==> src/rtl/clk_en_ctrl.sv <==
// Run/stop sequencer for a shared divide-by-div_cur period counter; emits tick + clk_out.
// Latency: tick is combinational on the last cycle of a period; clk_out and cfg_err are registered one edge later.
// Backpressure: cfg_ready drops while a ratio update is pending in RUN/DRAIN and rises again at the period wrap.
//
// Ports:
//   clk, rst              system clock, synchronous active-high reset
//   start, stop, oneshot  run control (stop wins over start; oneshot sampled with start in IDLE)
//   cfg_valid/cfg_ready   divide-ratio handshake carrying cfg_div; cfg_err flags a discarded ratio < 2
//   tick, clk_out         period-end pulse and divided square wave
//   busy, div_cur         running indication and the ratio currently in force
module clk_en_ctrl #(
   parameter int WIDTH   = 32,
   parameter int DEF_DIV = 10_000_000
) (
   input  logic             clk,
   input  logic             rst,
   input  logic             start,
   input  logic             stop,
   input  logic             oneshot,
   input  logic             cfg_valid,
   input  logic [WIDTH-1:0] cfg_div,
   output logic             cfg_ready,
   output logic             cfg_err,
   output logic             tick,
   output logic             clk_out,
   output logic             busy,
   output logic [WIDTH-1:0] div_cur
);

   typedef enum logic [1:0] {IDLE, RUN, DRAIN} state_t;

   localparam logic [WIDTH-1:0] ONE = WIDTH'(1);
   localparam logic [WIDTH-1:0] TWO = WIDTH'(2);
   localparam logic [WIDTH-1:0] DEF = WIDTH'(DEF_DIV);

   state_t           state;
   logic [WIDTH-1:0] cnt;
   logic [WIDTH-1:0] pend_div;
   logic             pend_valid;
   logic             os_flag;

   logic             counting;
   logic             wrap;
   logic             to_idle;
   logic             xfer;
   logic             legal;
   logic [WIDTH-1:0] half;

   assign counting  = (state != IDLE);
   assign wrap      = counting && (cnt == div_cur - ONE);
   assign half      = div_cur >> 1;
   assign legal     = (cfg_div >= TWO);
   // In IDLE a ratio is written straight into div_cur, so there is nothing to hold off.
   assign cfg_ready = (state == IDLE) || !pend_valid;
   assign xfer      = cfg_valid && cfg_ready;
   // The final period still ticks even though the edge that ends it returns to IDLE.
   assign to_idle   = wrap && ((state == DRAIN) || os_flag || stop);

   assign tick      = wrap;
   assign busy      = counting;

   always_ff @(posedge clk) begin
      if (rst) begin
         state      <= IDLE;
         cnt        <= '0;
         div_cur    <= DEF;
         pend_div   <= '0;
         pend_valid <= 1'b0;
         os_flag    <= 1'b0;
         clk_out    <= 1'b0;
         cfg_err    <= 1'b0;
      end else begin
         // Illegal ratios still complete the handshake; they are only flagged and dropped.
         cfg_err <= xfer && !legal;

         case (state)
            IDLE: begin
               cnt     <= '0;
               clk_out <= 1'b0;
               if (xfer && legal) begin
                  div_cur <= cfg_div;
               end
               if (start && !stop) begin
                  state   <= RUN;
                  os_flag <= oneshot;
               end
            end

            default: begin // RUN and DRAIN count identically
               if (wrap) begin
                  cnt     <= '0;
                  clk_out <= 1'b0;
                  // The period just ending used the old ratio; the next one starts with the new.
                  if (pend_valid) begin
                     div_cur    <= pend_div;
                     pend_valid <= 1'b0;
                  end
                  if (to_idle) begin
                     // A drain ends at its wrap even if start arrives on that same cycle.
                     state <= IDLE;
                     if (xfer && legal) begin
                        div_cur <= cfg_div;
                     end
                  end else if (xfer && legal) begin
                     pend_div   <= cfg_div;
                     pend_valid <= 1'b1;
                  end
               end else begin
                  cnt <= cnt + ONE;
                  // half >= 1 always, since div_cur is never below 2.
                  if (cnt == half - ONE) begin
                     clk_out <= 1'b1;
                  end
                  if (xfer && legal) begin
                     pend_div   <= cfg_div;
                     pend_valid <= 1'b1;
                  end
                  if (state == RUN && stop) begin
                     state <= DRAIN;
                  end else if (state == DRAIN && start && !stop) begin
                     state <= RUN;
                  end
               end
            end
         endcase
      end
   end

endmodule
==> config.mk <==
export PLATFORM = sky130hd
export DESIGN_NAME = clk_en_ctrl
export DESIGN_NICKNAME = d
export VERILOG_FILES = /design/src/rtl/clk_en_ctrl.sv
export SDC_FILE = /design/constraint.sdc
export NUM_CORES = 1
export LEC_CHECK = 0
export BUFFER_PORTS_ARGS = -buffer_cell sky130_fd_sc_hd__buf_4
export CAP_MARGIN = 5
export CORE_ASPECT_RATIO = 0.7
export CORE_MARGIN = 2
export CORE_UTILIZATION = 35
export CTS_BUF_LIST = sky130_fd_sc_hd__clkbuf_4
export CTS_CLUSTER_DIAMETER = 120
export DETAILED_ROUTE_END_ITERATION = 16
export SLEW_MARGIN = 10
export SYNTH_ARGS = -nofsm -noshare
export SYNTH_HDL_FRONTEND = slang
export SYNTH_SLANG_ARGS = --single-unit
==> constraint.sdc <==
create_clock -name clk -period 11 [get_ports clk]
set_input_delay 0 -clock clk [delete_from_list [all_inputs] [get_ports clk]]
set_output_delay 0 -clock clk [all_outputs]
set_load 0.03 [all_outputs]
==> impl_metrics.ini <==
[status]
status = finished, final reports clean

[detailed_routing]
routedWlPerCell_um = 17.8
post-route-drc-count = 0
totalWireLength_um = 21800
drtPass1Iterations = 6
initialDrtViolationCount = 514
avgViaCountPerCell = 5.50
vias = 6735
ant_nets = 0

[clocking]
cts.clk_slew.worst_paths_ns = 0.17
clk_latency_ns = 0.51
post_cts_resized = 0
root_buffer = clkbuf_4
cts_max_path_buffers = 2
htree_levels = 3
cts_tree = yes
clkSinkCount = 102
post_cts_buffers = 0
cts-buffers-inserted = 9

[worst_setup_path]
worstSetupPathType = reg2reg
worstPathRequired_ns = 11.41
critPathCaptureType = flip-flop
cp.arrival_ns = 5.17
reg2regPathDepth = 12
crit_path_max_fanout = 33
cp-start-kind = flip-flop

[floorplan]
start_util = 0.360
fp.coreArea_sq_um = 20000
die_area_sq_um = 21700
die_w_um = 175
io_pins = 75
dieHeight_um = 124
rows = 43

[final_layout]
fin_cells = 1225
area.sequential_sq_um = 2040
fin_nets = 989
drive_above_1_share = 0.148
multi_input_area_sq_um = 4770
layout_commonest_cell = nand2_1
fin_area_sq_um = 8330
syn_to_final_growth_pct = 16.0
fillers = 2024
layout_common_cells = nand2_1, dfxtp_1, buf_4

[place]
port_buffers = 74
hpwl_um = 15600
place_area_sq_um = 7800
place_inst = 1168
place_congestion = 0.939

[sta]
whs_ns = 0.286
worst_pin_slew_ns = 1.24
slew-limit-headroom = 0.168
timing.fmax_mhz = 210
period_needed_ns = 4.76
setup_violations = 0
slew_violations = 0
rsz0062_at_grt = no
hold_viol_final = 0
fin_setup_tns_ns = 0
fin_skew_ns = 0.0263
fin_crit_sh = 0.433

[grt]
grt-ovfl-total = 0
track_usage = 0.205
grt_first_pass_wirelength_um = 34900
grt_max_degree = 67
grt_antenna_before_repair = 1
grt_pass1_vias = 6098

[logic_synthesis]
yosys_register_bits = 102
async_flop_share = 0
synth_warnings = 0
synth_cell_types = 66
postSynthAreaPerCell_sq_um = 7.98
synthTopCellsByArea = dfxtp_1, nand2_1, xnor2_1, xor2_1, o211ai_1
synth_top_cell_by_area = dfxtp_1
syn_inst = 900
ys_seq_area_frac = 0.284
synth_edf_count = 0
synthFlopType = dfxtp_1
synth_area_sq_um = 7180
synth_nets = 941
yosysTopAreaCellShare = 0.284

[power]
powerDensity_nw_per_um2 = 102
p_leak_nw = 2.87
ir_drop_mv = 0.0584

[job]
maxCapViolations = 0

[worst_hold_path]
hold_path.class = in2reg
min_path_cells = 4
per-stage QoR:
step                power (mW)  utilization  worst slack [ns]
floorplan                0.570            -              6.72
global route             0.890        0.417              5.72
detailed placement       0.640        0.391              6.35
finish                   0.851        0.417              6.24
CTS                      0.855        0.417              6.32
global placement         0.640        0.391              6.40
kinds of logic after synthesis:
family                     share of synthesized area
AOI/OAI and AO/OA                              0.141
xor gates and xnor gates                       0.141
adders and majority gates                    0.00523
buffers and inverters                         0.0549
DFF                                            0.284
muxes                                         0.0930
and+or+nand+nor                                0.281
path summary, 6_finish.rpt:
path | from | slack [ns] | endpoint
setup / recovery | div_cur[0] | 6.24 | div_cur[15]
hold / removal | cfg_div[10] | 0.29 | pend_div[10]
setup reg to reg | div_cur[0] | 6.24 | div_cur[15]
hold reg to reg | pend_div[21] | 0.47 | pend_div[21]
registers in the layout, summed over array words and instances, names as in the netlist:
name and count:
cfg_err 1, cnt 32, div_cur 32, pend_div 32, state 2, os_flag 1
pend_valid 1, clk_out 1
metal layers:
layer  share of wire  up-vias  GRT usage
li1                -     3277          -
met1            0.50     3156      0.312
met2            0.41      280      0.293
met3           0.085       22     0.0467
met4           0.011        0     0.0380
met5               0        -          0
cells in the mapped netlist, drive strengths merged (9+ instances only):
library cell and n:
dfxtp 102, nand2 147, inv 11, nand3 22, or4 11, nor2b 9
mux2i 42, nor4 27, and3 15, nor3 20, buf 23, clkbuf 60
nand4 20, mux2 22, o211ai 57, a21oi 15, xnor2 59, nand2b 11
nor2 73, o21ai 16, xor2 51
power by group:
group	leakage (nW)	total (mW)	switching, mW	internal, mW
sequential	0.829	0.426	0.0412	0.385
clock	0.0700	0.204	0.133	0.0710
combinational	1.97	0.221	0.126	0.0950
area by class of cell:
class	instances	share of cell area
antenna	2	0.000601
sequential	102	0.245
timing repair buffer	120	0.120
clock buffer	10	0.00901
multi-input combinational	704	0.572
inverter	11	0.00496
tap	270	0.0406
clock inverter	6	0.00751
worst max-delay path, stage by stage (launching register included):
cell and delay [ns]:
dfxtp_1 0.46, inv_1 0.15, ha_1 0.23, nor4b_1 0.42, nand4_1 0.35, o31ai_1 0.48
or4b_1 0.50, or4b_1 0.63, o31a_1 0.33, buf_4 0.25, or2_1 0.27, buf_4 0.25
o311a_1 0.33
timing repair:
action / in CTS / in global routing
endpoints found under the hold margin: 69 / 0
endpoints found under the setup margin: 0 / 0
hold buffers: 39 / 0
Power figures use the tool's default switching activity.
